$ cat config.mk
export PLATFORM = sky130hd
export DESIGN_NAME = ysyx_22040125_mem_arbiter
export DESIGN_NICKNAME = d
export VERILOG_FILES = /design/src/rtl/ysyx_22040125_mem_arbiter_pkg.sv /design/src/rtl/ysyx_22040125_rr_pick.sv /design/src/rtl/ysyx_22040125_mem_arbiter.sv
export SDC_FILE = /design/constraint.sdc
export NUM_CORES = 1
export LEC_CHECK = 0
export ABC_CLOCK_PERIOD_IN_PS = 3800
export CORE_AREA = 3 3 172 174
export CTS_CLUSTER_DIAMETER = 150
export DETAILED_ROUTE_END_ITERATION = 10
export DIE_AREA = 0 0 175 177
export GPL_ROUTABILITY_DRIVEN = 1
export PLACE_DENSITY_LB_ADDON = 0.05
export RECOVER_POWER = 25
export SETUP_SLACK_MARGIN = 0.4
export SLEW_MARGIN = 20
export SYNTH_ARGS = -nofsm -noshare
export SYNTH_HDL_FRONTEND = slang
export SYNTH_SLANG_ARGS = --single-unit
$ cat constraint.sdc
create_clock -name clk -period 3.8 [get_ports clk]
set_input_delay 0.76 -clock clk [delete_from_list [all_inputs] [get_ports clk]]
set_output_delay 0.76 -clock clk [all_outputs]
set_load 0.005 [all_outputs]
$ cat src/rtl/ysyx_22040125_mem_arbiter_pkg.sv
// Shared constants for the IF/LS memory arbiter: FSM state and owner encodings.
package ysyx_22040125_mem_arbiter_pkg;

    // Arbiter FSM states
    localparam logic [1:0] ST_IDLE = 2'd0;
    localparam logic [1:0] ST_REQ  = 2'd1;
    localparam logic [1:0] ST_WAIT = 2'd2;

    // Owner encodings; also the bit index of each requester in the picker vectors
    localparam logic OWN_IF = 1'b0;
    localparam logic OWN_LS = 1'b1;

endpackage

$ cat src/rtl/ysyx_22040125_rr_pick.sv
// Combinational 2-way round-robin picker. req[0]/grant[0] is requester 0 (IF),
// req[1]/grant[1] is requester 1 (LS). On a tie the requester that did not win
// last time is granted. Holds no state; the caller keeps 'last'.
module ysyx_22040125_rr_pick
    import ysyx_22040125_mem_arbiter_pkg::*;
(
    input  logic [1:0] req,
    input  logic       last,
    output logic [1:0] grant
);

    // Single requester wins outright; a tie goes to the one that is not 'last'
    always_comb begin
        grant = req;
        if (req == 2'b11) begin
            grant = (last == OWN_LS) ? 2'b01 : 2'b10;
        end
    end

endmodule

$ cat src/rtl/ysyx_22040125_mem_arbiter.sv
// Shares one memory port between instruction fetch (IF) and load/store (LS).
// One transaction outstanding at a time; the memory request is registered and
// the single response is routed back to the requester that owns it.
module ysyx_22040125_mem_arbiter
    import ysyx_22040125_mem_arbiter_pkg::*;
#(
    parameter int ADDR_W = 32,
    parameter int DATA_W = 64
) (
    input  logic                  clk,
    input  logic                  rst,
    input  logic                  if_req_valid,
    output logic                  if_req_ready,
    input  logic [ADDR_W-1:0]     if_req_addr,
    output logic                  if_rsp_valid,
    output logic [DATA_W-1:0]     if_rsp_rdata,
    input  logic                  ls_req_valid,
    output logic                  ls_req_ready,
    input  logic [ADDR_W-1:0]     ls_req_addr,
    input  logic                  ls_req_wen,
    input  logic [DATA_W-1:0]     ls_req_wdata,
    input  logic [DATA_W/8-1:0]   ls_req_wmask,
    output logic                  ls_rsp_valid,
    output logic [DATA_W-1:0]     ls_rsp_rdata,
    output logic                  mem_req_valid,
    input  logic                  mem_req_ready,
    output logic [ADDR_W-1:0]     mem_req_addr,
    output logic                  mem_req_wen,
    output logic [DATA_W-1:0]     mem_req_wdata,
    output logic [DATA_W/8-1:0]   mem_req_wmask,
    input  logic                  mem_rsp_valid,
    input  logic [DATA_W-1:0]     mem_rsp_rdata,
    output logic                  busy
);

    localparam int MASK_W = DATA_W / 8;

    logic [1:0] state;
    logic       owner;
    logic       last_owner;
    logic [1:0] grant;
    logic       if_acc;
    logic       ls_acc;

    ysyx_22040125_rr_pick u_pick (
        .req   ({ls_req_valid, if_req_valid}),
        .last  (last_owner),
        .grant (grant)
    );

    // Ready only in IDLE and only to the picked requester; depends on requester
    // valids and local state, never on the memory side
    always_comb begin
        if_req_ready = rst && (state == ST_IDLE) && grant[0];
        ls_req_ready = rst && (state == ST_IDLE) && grant[1];
        if_acc       = if_req_valid && if_req_ready;
        ls_acc       = ls_req_valid && ls_req_ready;
        busy         = (state != ST_IDLE);
    end

    // FSM, latched memory request payload and response routing
    always_ff @(posedge clk or negedge rst) begin
        if (!rst) begin
            state         <= ST_IDLE;
            owner         <= OWN_IF;
            last_owner    <= OWN_LS;
            mem_req_valid <= 1'b0;
            mem_req_addr  <= '0;
            mem_req_wen   <= 1'b0;
            mem_req_wdata <= '0;
            mem_req_wmask <= '0;
            if_rsp_valid  <= 1'b0;
            if_rsp_rdata  <= '0;
            ls_rsp_valid  <= 1'b0;
            ls_rsp_rdata  <= '0;
        end else begin
            if_rsp_valid <= 1'b0;
            ls_rsp_valid <= 1'b0;
            case (state)
                ST_IDLE: begin
                    if (ls_acc) begin
                        state         <= ST_REQ;
                        mem_req_valid <= 1'b1;
                        owner         <= OWN_LS;
                        last_owner    <= OWN_LS;
                        mem_req_addr  <= ls_req_addr;
                        mem_req_wen   <= ls_req_wen;
                        mem_req_wdata <= ls_req_wdata;
                        mem_req_wmask <= ls_req_wmask;
                    end else if (if_acc) begin
                        state         <= ST_REQ;
                        mem_req_valid <= 1'b1;
                        owner         <= OWN_IF;
                        last_owner    <= OWN_IF;
                        mem_req_addr  <= if_req_addr;
                        mem_req_wen   <= 1'b0;
                        mem_req_wdata <= '0;
                        mem_req_wmask <= {MASK_W{1'b0}};
                    end
                end
                ST_REQ: begin
                    if (mem_req_ready) begin
                        state         <= ST_WAIT;
                        mem_req_valid <= 1'b0;
                    end
                end
                ST_WAIT: begin
                    if (mem_rsp_valid) begin
                        state <= ST_IDLE;
                        if (owner == OWN_LS) begin
                            ls_rsp_valid <= 1'b1;
                            ls_rsp_rdata <= mem_rsp_rdata;
                        end else begin
                            if_rsp_valid <= 1'b1;
                            if_rsp_rdata <= mem_rsp_rdata;
                        end
                    end
                end
                default: begin
                    state         <= ST_IDLE;
                    mem_req_valid <= 1'b0;
                end
            endcase
        end
    end

endmodule

==> impl_metrics.ini, run 1 <==
[sta]
clock_skew_ps = 15.0
fin_crit_sh = 0.828
relSlewSlack = -0.232
hold_violations = 0
fin_tns_setup_ps = 0
fmax_mhz = 318
setup_viol = 0
min_period_ps = 3150
rsz0062_at_grt = no
tightest_slew_ps = 1850
drv_slew = 135

[worst_setup_path]
crit_path_cell_trace = clkdlybuf4s50_1 -> a21bo_2 -> nor2_4 -> clkdlybuf4s50_1
crit_arrival_ps = 2390
cp_common_cell = clkdlybuf4s50_1
cp_slowest_stage_delay_ps = 520
critPathLaunchType = input pin
critPathKind = input pin to primary output
crit_fanout = 33
end_kind = primary output
required_ps = 3040
cp_slowest_cell = clkdlybuf4s50_1

[clock_tree]
ctsHtreeMaxLevel = 1
root_buffer = clkbuf_16
clkLatencyLatePin_ps = 530
cts_tree = built
clk_pin_slew_worst_paths_ps = 60
postCtsSetupBuffers = 0
cts-resized-gates = 0
clockBufferDepth = 3
cts_hold_buf = 0
clock-sinks = 240
numCtsBuffers = 28

[hold_path]
holdCritPathClass = input pin to async pin

[final_layout]
design_area_sq_um = 15000
n_fill_cell = 2482
nets = 1291
drive_gt1_frac = 0.171
area_growth_pct = 62.4
final_core_util = 0.537

[routing]
drt_pass1_iterations = 4
wl_per_cell_microns = 20.7
routed_via_density = 4.82
wirelength_microns = 30800
drc = 0
antenna_left = 0
drt_iter0_drc = 312
vias = 7163

[placement]
place_congestion = 0.814
place_hpwl_microns = 22000
place_area_sq_um = 14000
portBuffers = 445

[logic_synthesis]
synth_edf_count = 0
synth_area_per_cell_sq_um = 14.2
ys.flop_type = dfrtp_1
synth_top_area_share = 0.648
synth.most_common_cell = dfrtp_1
synth_common_cells = dfrtp_1, mux2_2, a22o_1, o21ai_0, nand3_1
synth_nets = 856
netlist_area_sq_um = 9230
yosys-top-cells-area = dfrtp_1, mux2_2, a22o_1
yosys_warnings = 0
syn-instance-count = 649
synthDistinctLibCells = 27
ys_seq_elements = 240
yosysSeqAreaShare = 0.651
synthArstFlopShare = 1.00
synth_area_leader_cell = dfrtp_1

[global_routing]
grt_use_total = 0.192
grt_antenna_before_repair = 4
grt_max_degree = 78
grt_pass1_vias = 7652
grt-ovfl-total = 0
grt_pass1_wl_microns = 46900

[pwr]
p_per_area_nw_per_um2 = 795
p_leak_nw = 6.32
ir_drop_v = 0.000341

[floorplan]
die_h_microns = 177
start_util = 0.331
die_width_microns = 175
coreArea_sq_um = 27900
rows = 61
dieArea_sq_um = 31000
io_pins = 446

[outcome]
outcome = finished, violations left
violations = capacitance limit, slew limit

[run]
maxCapViolCount = 3
registers in the layout (all words and copies together), names as in the netlist:
signal         count
state              2
if_rsp_valid       1
if_rsp_rdata      64
owner              1
mem_req_wen        1
ls_rsp_rdata      64
mem_req_wmask      8
ls_rsp_valid       1
last_owner         1
mem_req_addr      32
mem_req_wdata     64
mem_req_valid      1
placed cells by master, fill, tap and decap left out, types with 2 or more instances in the layout:
cell and instances:
a22o_1 73, nand3_1 33, clkbuf_8 5, clkbuf_1 6
a21o_1 2, o21ai_0 34, mux2_2 119, clkinv_2 6
clkbuf_2 2, a21oi_1 32, dfrtp_1 239, bufinv_16 3
nand2_1 4, buf_12 3, or2_2 2, a31oi_1 32
clkdlybuf4s50_1 443, clkbuf_16 29, diode_2 3, clkinvlp_4 3
nand2b_1 2, inv_1 2, mux2_1 9, buf_4 8
metrics by stage:
step	hold slack [ps]	std cells	total power, mW	setup slack [ps]
after CTS	120	1484	12.1	645
after global routing	120	1487	12.6	483
after floorplan	464	649	5.98	1570
final	122	1487	11.9	653
after detailed placement	475	1432	9.28	647
after global placement	466	1432	9.25	688
power by group:
part / switching (mW) / total (mW) / internal [mW]
Clock: 1.06 / 2.75 / 1.69
Combinational: 1.62 / 4.74 / 3.11
Sequential: 0.658 / 4.42 / 3.77
worst paths after layout:
| kind | slack [ps] | startpoint | end | cells after the start |
|---|---|---|---|---|
| hold reg to reg | 480 | mem_req_valid | mem_req_valid | 2 |
| max in group asynchronous | 1240 | rst | ls_rsp_rdata[46] | 3 |
| setup reg to reg | 880 | state[0] | if_rsp_rdata[21] | 4 |
| hold / removal | 120 | rst | mem_req_valid | 1 |
| min in group clk | 480 | mem_req_valid | mem_req_valid | 2 |
| setup / recovery | 650 | ls_req_valid | ls_req_ready | 4 |
per-layer routing:
layer | track usage | wire [microns] | up-vias
li1 | - | - | 3270
met1 | 0.234 | 11900 | 3529
met2 | 0.326 | 15300 | 334
met3 | 0.0759 | 3260 | 28
met4 | 0.0389 | 411 | 2
met5 | 0 | 13 | -
critical path, delay by kind of cell:
family                 cells  cell delay [ps]
AO/OA/AOI/OAI              1              440
buffers and inverters      2             1040
AND/OR/NAND/NOR            1              150
cell type report:
class                           instances  area [sq um]  area share
Antenna cell                            3          7.51    0.000501
Clock buffer                           40           817      0.0545
Clock inverter                         12           143     0.00952
Inverter                                2          7.51    0.000501
Multi-Input combinational cell        353          2930       0.196
Sequential cell                       240          6010       0.401
Tap cell                              378           473      0.0316
Timing Repair Buffer                  459          4600       0.307
cells by family (layout without fill, tap and decap cells):
family | after synthesis | in the layout | synth area share
AOI/OAI and AO/OA | 175 | 175 | 0.130
and+or+nand+nor | 50 | 50 | 0.0306
other | 0 | 3 | 0
muxes | 128 | 128 | 0.156
buffers and inverters | 56 | 513 | 0.0324
DFF | 240 | 240 | 0.651
(Power assumes the default switching activity.)
==> inputs of run 2 (changes only) <==
- ABC_CLOCK_PERIOD_IN_PS: 3800 -> 3200
- CORE_AREA: 3 3 172 174 -> 3 3 173 175
- DIE_AREA: 0 0 175 177 -> 0 0 176 178
- clock period: 3.8 -> 3.2 ns (I/O delays scaled with it)
==> run 2 against run 1 <==
  * The flow still finishes with violations (capacitance limit, slew limit)
  * Largest power group unchanged
  * Cell area grew 0.77%
  * Highest routed layer unchanged
  * Clock power rose by 20%
  * Register-to-register slack got worse by 300 ps
  * Via count shrank 0.80%
  * Clock skew is 10 ps lower
  * Clock-buffer cell count shrank 4
  * First-iteration DRC count is 0.32% lower
  * Sequential share of layout area decreased by 0.30 points
  * Critical path depth stayed put
==> impl_metrics.ini, run 2 (synthesis results as in run 1) <==
[worst_setup_path]
critPathKind = input pin to primary output
crit_fanout = 5
end_kind = primary output
crit_arrival_ps = 2090
required_ps = 2560
critPathLaunchType = input pin

[floorplan]
die_h_microns = 178
dieArea_sq_um = 31300
start_util = 0.323
coreArea_sq_um = 28600
die_width_microns = 176
io_pins = 446
rows = 62

[sta]
fmax_mhz = 366
tightest_slew_ps = 1890
hold_ws_ps = 362
min_period_ps = 2730
drv_slew = 66
clock_skew_ps = 4.54
fin_ws_ps = 470
hold_violations = 0
fin_crit_sh = 0.853
fin_tns_setup_ps = 0
relSlewSlack = -0.260
setup_viol = 0
rsz0062_at_grt = no

[clock_tree]
root_buffer = clkbuf_16
cts_tree = built
ctsHtreeMaxLevel = 1
numCtsBuffers = 28
clk_pin_slew_worst_paths_ps = 60
clock-sinks = 240
clkLatencyLatePin_ps = 520
clockBufferDepth = 3
postCtsSetupBuffers = 0

[routing]
drc = 0
wirelength_microns = 30800
drt_iter0_drc = 311
wl_per_cell_microns = 20.6
antenna_left = 0
routed_via_density = 4.75
drt_pass1_iterations = 4
vias = 7106

[pwr]
p_leak_nw = 6.38
p_per_area_nw_per_um2 = 944
p_comb_frac = 0.399
netSwitchingFraction = 0.280
switchingPower_mw = 3.99
internal-power_mw = 10.3
p_total_mw = 14.3
ir_drop_v = 0.000474
clock_power_share = 0.232
seq_power_share = 0.369

[final_layout]
mostFrequentLayoutCell = clkdlybuf4s50_1
area_growth_pct = 63.6
drive_gt1_frac = 0.177
final_cell_mix = clkdlybuf4s50_1, dfrtp_1, mux2_2
n_fill_cell = 2464
nets = 1297
fin_cells = 1495
antenna_cells = 0
reg_top3 = if_rsp_rdata: 64 flops, ls_rsp_rdata: 64 flops, mem_req_wdata: 64 flops

[placement]
place_ws_ps = 576
place_hpwl_microns = 21900
place_congestion = 0.777
post-place-cells = 1443
portBuffers = 445

[outcome]
violations = capacitance limit, slew limit
outcome = finished, violations left

[global_routing]
grt_max_degree = 131
grt-ovfl-total = 0
grt_use_total = 0.191
grt_pass1_wl_microns = 46900
grt_pass1_vias = 7735
grt_antenna_before_repair = 2

[run]
maxCapViolCount = 1

[hold_path]
holdCritPathClass = input pin to async pin
## run 2: cell count changes in the layout (fill, tap and decap cells not counted), moves of 2 or more
cell        before  now
buf_12           3    8
clkbuf_1         6    4
clkinv_2         6   11
clkinvlp_4       3    0
diode_2          3    0
## run 2: metrics by stage
stage	util	instance area, sq um
floorplan	-	9230
global placement	0.494	14200
detailed placement	0.494	14200
CTS	0.529	15100
global route	0.528	15100
finish	0.528	15100
## run 2: path summary, 6_finish.rpt
| check | from | to | slack (ps) | depth (start not counted) |
|---|---|---|---|---|
| setup reg to reg | state[1] | ls_rsp_rdata[25] | 580 | 3 |
| max in group asynchronous | rst | if_rsp_rdata[1] | 980 | 3 |
| hold reg to reg | mem_req_valid | mem_req_valid | 470 | 2 |
| setup / recovery | rst | ls_req_ready | 470 | 4 |
| hold / removal | rst | last_owner | 360 | 1 |
| min in group clk | mem_req_valid | mem_req_valid | 470 | 2 |
## run 2: metal layers
| metal | track usage | wire length (microns) | up-vias |
|---|---|---|---|
| li1 | - | - | 3277 |
| met1 | 0.235 | 12300 | 3512 |
| met2 | 0.325 | 15100 | 290 |
| met3 | 0.0734 | 3030 | 25 |
| met4 | 0.0323 | 345 | 2 |
| met5 | 0 | 13 | - |
## run 2: worst max-delay path, cell delays in order
cell	delay (ps)
clkbuf_1	360
or3b_4	460
nor2_4	120
clkdlybuf4s50_1	500
## run 2: power by group through the flow
stage	sequential, mW	clock, mW	combinational, mW
finish	5.26	3.31	5.69
CTS	5.27	3.43	5.80
global route	5.45	3.55	6.11
detailed placement	5.27	0	5.79
floorplan	5.34	0	1.76
global placement	5.27	0	5.75
## run 2: area by class of cell
| type | instances | area, sq um | area share |
|---|---|---|---|
| sequential | 240 | 6010 | 0.398 |
| timing repair buffer | 465 | 4700 | 0.311 |
| multi-input combinational | 353 | 2950 | 0.195 |
| clock buffer | 36 | 792 | 0.0524 |
| tap | 384 | 480 | 0.0318 |
| clock inverter | 15 | 175 | 0.0116 |
| inverter | 2 | 7.51 | 0.000497 |
## run 2: repair_timing
item	4_1_cts	5_1_grt
setup endpoints to repair	0	1
resized for setup	0	1
hold endpoints to repair	7	0
hold buffers	1	0
==> inputs of run 3 (changes only) <==
- SLEW_MARGIN: 20 -> 15
==> results of run 3 <==
Final layout, timing and power as in run 2 (identical DEF).
